### src/rtl/weight_load_sched_pkg.sv
// rtl/weight_load_sched_pkg.sv - layer codes, phase-count defaults and scheduler state encoding
package weight_load_sched_pkg;

  localparam logic [3:0] LAYER0 = 4'd0;
  localparam logic [3:0] LAYER1 = 4'd1;
  localparam logic [3:0] LAYER2 = 4'd2;
  localparam logic [3:0] LAYER3 = 4'd3;
  localparam logic [3:0] AFFINE = 4'd4;

  localparam int DEF_NUM_PHASE    = 8;
  localparam int DEF_AFFINE_PHASE = 4;

  typedef enum logic [2:0] {
    S_IDLE  = 3'd0,
    S_SETUP = 3'd1,
    S_FILL  = 3'd2,
    S_CALC  = 3'd3,
    S_NEXT  = 3'd4,
    S_DONE  = 3'd5,
    S_ERR   = 3'd6
  } state_t;

  function automatic logic cs_legal(input logic [3:0] cs);
    return (cs == LAYER0) || (cs == LAYER1) || (cs == LAYER2) ||
           (cs == LAYER3) || (cs == AFFINE);
  endfunction

endpackage

### src/rtl/weight_load_sched_phase_cnt.sv
// rtl/weight_load_sched_phase_cnt.sv - phase register with per-layer last-phase detect
module weight_load_sched_phase_cnt #(
  parameter int NUM_PHASE    = 8,
  parameter int AFFINE_PHASE = 4
) (
  input  logic       clk,
  input  logic       rst,
  input  logic       clr,
  input  logic       inc,
  input  logic [3:0] cs,
  output logic [2:0] phase,
  output logic       last
);
  import weight_load_sched_pkg::*;

  logic [2:0] last_idx;

  assign last_idx = (cs == AFFINE) ? 3'(AFFINE_PHASE - 1) : 3'(NUM_PHASE - 1);
  assign last     = (phase == last_idx);

  // Saturates on the last phase so the index never wraps inside a layer.
  always_ff @(posedge clk or posedge rst) begin
    if (rst)
      phase <= 3'd0;
    else if (clr)
      phase <= 3'd0;
    else if (inc && !last)
      phase <= phase + 3'd1;
  end

endmodule

### src/rtl/weight_load_sched.sv
// rtl/weight_load_sched.sv - steps one weight_store bank through every phase of a layer
module weight_load_sched #(
  parameter int NUM_PHASE    = 8,
  parameter int AFFINE_PHASE = 4,
  parameter int MASK_CYC     = 2,
  parameter int TIMEOUT      = 32
) (
  input  logic       clk,
  input  logic       rst,
  input  logic       start,
  input  logic [3:0] cs_in,
  output logic       busy,
  output logic       done,
  output logic       err,
  output logic [3:0] ws_cs,
  output logic [2:0] ws_phase,
  output logic       ws_load,
  input  logic       ws_valid,
  output logic       calc_start,
  input  logic       calc_done
);
  import weight_load_sched_pkg::*;

  localparam int MW = (MASK_CYC > 0) ? $clog2(MASK_CYC + 1) : 1;
  localparam int TW = $clog2(TIMEOUT + 1);

  state_t        state, state_nxt;
  logic [MW-1:0] mask_cnt;
  logic [TW-1:0] tmo_cnt;
  logic          accept, masking, phase_last;
  logic          busy_nxt, done_nxt, load_nxt, cstart_nxt;

  assign accept  = (state == S_IDLE) && start;
  assign masking = (mask_cnt < MW'(MASK_CYC));

  weight_load_sched_phase_cnt #(
    .NUM_PHASE    (NUM_PHASE),
    .AFFINE_PHASE (AFFINE_PHASE)
  ) u_phase (
    .clk   (clk),
    .rst   (rst),
    .clr   (accept),
    .inc   (state == S_NEXT),
    .cs    (ws_cs),
    .phase (ws_phase),
    .last  (phase_last)
  );

  always_ff @(posedge clk or posedge rst) begin
    if (rst)
      state <= S_IDLE;
    else
      state <= state_nxt;
  end

  always_comb begin
    state_nxt = state;
    case (state)
      S_IDLE:  if (start) state_nxt = cs_legal(cs_in) ? S_SETUP : S_ERR;
      S_SETUP: state_nxt = S_FILL;
      S_FILL: begin
        // valid still reflects the previous phase until the store has re-read
        if (!masking) begin
          if (ws_valid)
            state_nxt = S_CALC;
          else if (tmo_cnt == TW'(TIMEOUT - 1))
            state_nxt = S_ERR;
        end
      end
      S_CALC:  if (!calc_start && calc_done) state_nxt = S_NEXT;
      S_NEXT:  state_nxt = phase_last ? S_DONE : S_SETUP;
      S_DONE:  state_nxt = S_IDLE;
      S_ERR:   state_nxt = S_IDLE;
      default: state_nxt = S_IDLE;
    endcase
    busy_nxt   = state_nxt inside {S_SETUP, S_FILL, S_CALC, S_NEXT};
    load_nxt   = state_nxt inside {S_FILL, S_CALC, S_NEXT};
    done_nxt   = (state_nxt == S_DONE);
    cstart_nxt = (state == S_FILL) && (state_nxt == S_CALC);
  end

  always_ff @(posedge clk or posedge rst) begin
    if (rst) begin
      mask_cnt <= '0;
      tmo_cnt  <= '0;
    end else if (state != S_FILL) begin
      mask_cnt <= '0;
      tmo_cnt  <= '0;
    end else if (masking) begin
      mask_cnt <= mask_cnt + MW'(1);
    end else if (!ws_valid) begin
      tmo_cnt <= tmo_cnt + TW'(1);
    end
  end

  always_ff @(posedge clk or posedge rst) begin
    if (rst) begin
      busy       <= 1'b0;
      done       <= 1'b0;
      err        <= 1'b0;
      ws_load    <= 1'b0;
      calc_start <= 1'b0;
      ws_cs      <= 4'd0;
    end else begin
      busy       <= busy_nxt;
      done       <= done_nxt;
      ws_load    <= load_nxt;
      calc_start <= cstart_nxt;
      if (accept)
        ws_cs <= cs_in;
      if (state_nxt == S_ERR)
        err <= 1'b1;
      else if (accept)
        err <= 1'b0;
    end
  end

endmodule

### config.mk
export PLATFORM = sky130hd
export DESIGN_NAME = weight_load_sched
export DESIGN_NICKNAME = d
export VERILOG_FILES = /design/src/rtl/weight_load_sched_pkg.sv /design/src/rtl/weight_load_sched_phase_cnt.sv /design/src/rtl/weight_load_sched.sv
export SDC_FILE = /design/constraint.sdc
export NUM_CORES = 1
export LEC_CHECK = 0
export CORE_MARGIN = 1.5
export CORE_UTILIZATION = 49
export CTS_CLUSTER_DIAMETER = 60
export DETAILED_ROUTE_END_ITERATION = 16
export GPL_TIMING_DRIVEN = 0
export HOLD_SLACK_MARGIN = 0.02
export PLACE_DENSITY = 0.76
export REMOVE_ABC_BUFFERS = 1
export SLEW_MARGIN = 10
export SYNTH_ARGS = -nofsm -noshare
export SYNTH_HDL_FRONTEND = slang
export SYNTH_HIERARCHICAL = 1
export SYNTH_SLANG_ARGS = --single-unit
### constraint.sdc
create_clock -name clk -period 1.7 [get_ports clk]
set_clock_uncertainty 0.05 [all_clocks]
set_input_delay 0.17 -clock clk [delete_from_list [all_inputs] [get_ports clk]]
set_output_delay 0.17 -clock clk [all_outputs]
set_load 0.03 [all_outputs]
==> reports/metrics.cfg <==
[synth]
ys_dominant_reg_cell = dfrtp_1
postSynth.asyncResetShare_pct = 100
synthCells = 100
synth.avg_cell_area_um2 = 11.3
largest_area_contributor_in_the_netlist = dfrtp_1
yosysSeqAreaShare_pct = 50.9
syn-cell-area_um2 = 1130
yosys-top-cells-area = dfrtp_1 (51%), nor2_1 (4.7%), nor4b_4 (4.2%), mux2_2 (4.0%), xor2_1 (3.9%)
synth_cell_type_count = 36
synth_enable_flop_cells = 0
yosys_warnings = 6
synth.top_cell.area_share_pct = 50.9
ys_seq_elements = 23

[cells_and_area]
drive_above_1_share_pct = 18.0
finalNetCount = 140
synth_to_layout_area_growth_pct = 27.6
layout.filler_cells = 171
footprint_of_the_multi_input_gates_um2 = 524
sequential_cell_area_um2 = 578
final_cell_area_um2 = 1440
antennaDiodeCount = 0

[global_routing]
grt_pass1_vias = 882
global_route_wire_length_before_repair_um = 3800
grt_remaining_overflow = 0
grt_util_all_layers_pct = 19.9
grt_start_max_net_pins = 21
initial_antenna_violation_count = 0

[die]
row_count = 17
die_w_um = 51.0
die_h_um = 51.0
design.portCount = 21
die_area_um2 = 2600
initial_utilization_pct = 51.6
core_um2 = 2190

[timing]
setup_violations = 0
hold_viol = 0
final-max-slew-violation-count = 0
achievable-frequency_mhz = 592
slew-limit-headroom_pct = 48.3
fin_crit_sh_pct = 99.4
unrepaired_setup_endpoints_after_global_routing = yes
final.min_clock_period_ns = 1.69
worst-slew-pin-transition_ns = 0.775

[routing]
drc_errors = 0
wirelength_um = 2170
drt-vias-per-instance = 5.34
dr.first_iter.drc_count = 3
post_drt_wl_per_cell_um = 13.9
detail-route-antenna-nets = 0
drtPass1Iterations = 4
vias = 833

[critical_path]
startpoint_type = flop
criticalPathCategory = reg2reg
required_time_at_the_endpoint_of_the_critical_path_ns = 1.84
path_max_fanout = 3
worst_ep_arrival_time_ns = 1.83
rr_startpoint = ws_cs[3]
rr_worst_depth = 5
regToRegSetupSlack_ns = 0.01
end_kind = flop
reg2reg_to = busy

[placement]
numPortBuffers = 20
place.detailed.hpwl_um = 1550
gp_congestion = 0.795
place_area_um2 = 1350

[cts]
cts_buffers = 3
clkSlewWorstSetupHoldPaths_ns = 0.12
tritoncts = yes
clockRootBuffer = clkbuf_4
cts_htree_levels = 1
cts.sink_count = 23
clk-insertion-delay-late_ns = 0.31
ctsLongestPathBuffers = 2

[power_and_ir_drop]
vdd_ir_drop_max_v = 0.00123
p_total_mw = 2.18
pwr_density_cell_nw_per_um2 = 1510
power_leakage_nw = 0.680

[run]
max_cap_violations = 0

[worst_hold_path]
min_delay_worst_endpoint = calc_start
hold_depth = 3
timing.hold.worst.start = ws_valid
hold_path.class = in2reg

[run_status]
outcome = completed

where the power goes:
part / switching, mW / leakage (nW) / total, mW / internal, mW
clock network: 0.156 / 0.0150 / 0.248 / 0.0917
logic: 0.551 / 0.371 / 1.05 / 0.494
registers: 0.169 / 0.294 / 0.885 / 0.716
total: 0.877 / 0.680 / 2.18 / 1.30
layout make-up:
type | count | share of cell area, %
Clock buffer | 4 | 1.82
Inverter | 6 | 1.56
Multi-Input combinational cell | 69 | 36.4
Sequential cell | 23 | 40.1
Tap cell | 28 | 2.43
Timing Repair Buffer | 26 | 17.7
metrics by stage:
stage	std cells	utilization [%]	worst slack, ns	setup TNS [ns]	hold slack (ns)
floorplan	98	-	0.0402	0	-0.126
global placement	146	61.6	-0.105	-0.766	0.325
detailed placement	146	61.6	-0.142	-1.01	0.335
CTS	155	64.6	0.0175	0	0.393
global route	156	65.8	-0.0596	-0.145	0.409
finish	156	65.8	0.0105	0	0.410
placed cells by master (no fill, tap or decap), types with 2 or more instances in the layout:
cell,Yosys,layout
a21oi_1,2,2
o2bb2ai_1,2,2
mux2_2,4,4
o21ai_2,2,2
xor2_1,5,5
dfrtp_1,23,21
clkbuf_4,0,3
dlymetal6s2s_1,0,3
nor2b_1,3,2
dfrtp_2,0,2
ha_1,2,2
nand2_1,4,4
a31oi_1,2,2
mux2i_1,3,2
and3_1,2,2
nor2b_2,1,2
buf_4,0,5
clkdlybuf4s50_1,0,17
o21ai_0,2,2
inv_1,6,6
nor4b_4,2,2
nand2b_1,3,3
nor2_1,14,13
metal layers:
metal | routed length [um] | vias to the layer above | global-route usage, %
li1 | - | 402 | -
met1 | 958 | 411 | 23.4
met2 | 1110 | 14 | 33.5
met3 | 53 | 6 | 3.80
met4 | 54 | 0 | 11.7
met5 | 0 | - | 0
kinds of logic (layout without fill, tap and decap cells):
logic type | Yosys count | in the layout | synth area share (%)
xor+xnor | 6 | 6 | 4.65
flops | 23 | 23 | 50.9
buf+inv | 8 | 36 | 3.43
compound gates | 15 | 15 | 9.64
mux | 8 | 8 | 7.64
simple gates | 38 | 38 | 21.5
fa+ha+maj | 2 | 2 | 2.21
sequential cells by signal (all words and copies together) (netlist names):
register       flops
u_phase/phase      3
ws_cs              4
err                1
calc_start         1
tmo_cnt            6
done               1
ws_load            1
mask_cnt           2
state              3
busy               1
critical path, stage by stage, from the launching register on:
cell	delay (ns)
dfrtp_1	0.44
nor4b_4	0.37
mux2i_2	0.29
nand3_1	0.16
a31oi_1	0.20
a31oi_1	0.06
Yosys cell counts, types with 2 or more instances:
library cell,n
ha_1,2
mux2_2,4
nor2b_1,3
a31oi_1,2
nand2b_1,3
a21oi_1,2
nor2_1,14
o21ai_2,2
and3_1,2
nand2_1,4
xor2_1,5
dfrtp_1,23
mux2i_1,3
inv_1,6
o2bb2ai_1,2
o21ai_0,2
nor4b_4,2
worst max path at each step:
stage	from	end	slack, ns	cells after the start
final	ws_cs[3]	busy	0.01	5
after global routing	ws_cs[3]	busy	-0.06	5
after CTS	ws_cs[1]	busy	0.02	5
after detailed placement	start	busy	-0.14	5
after global placement	start	ws_cs[0]	-0.10	3
after floorplan	ws_cs[1]	u_phase/phase[0]	0.04	4
what timing repair did:
action                     in CTS  in global routing
setup endpoints to repair       8                  7
setup buffers                   4                  1
resized for setup               0                  8
hold endpoints to repair        3                  0
hold buffers                    1                  0
pin swaps                       1                  2
(Power assumes the default switching activity.)
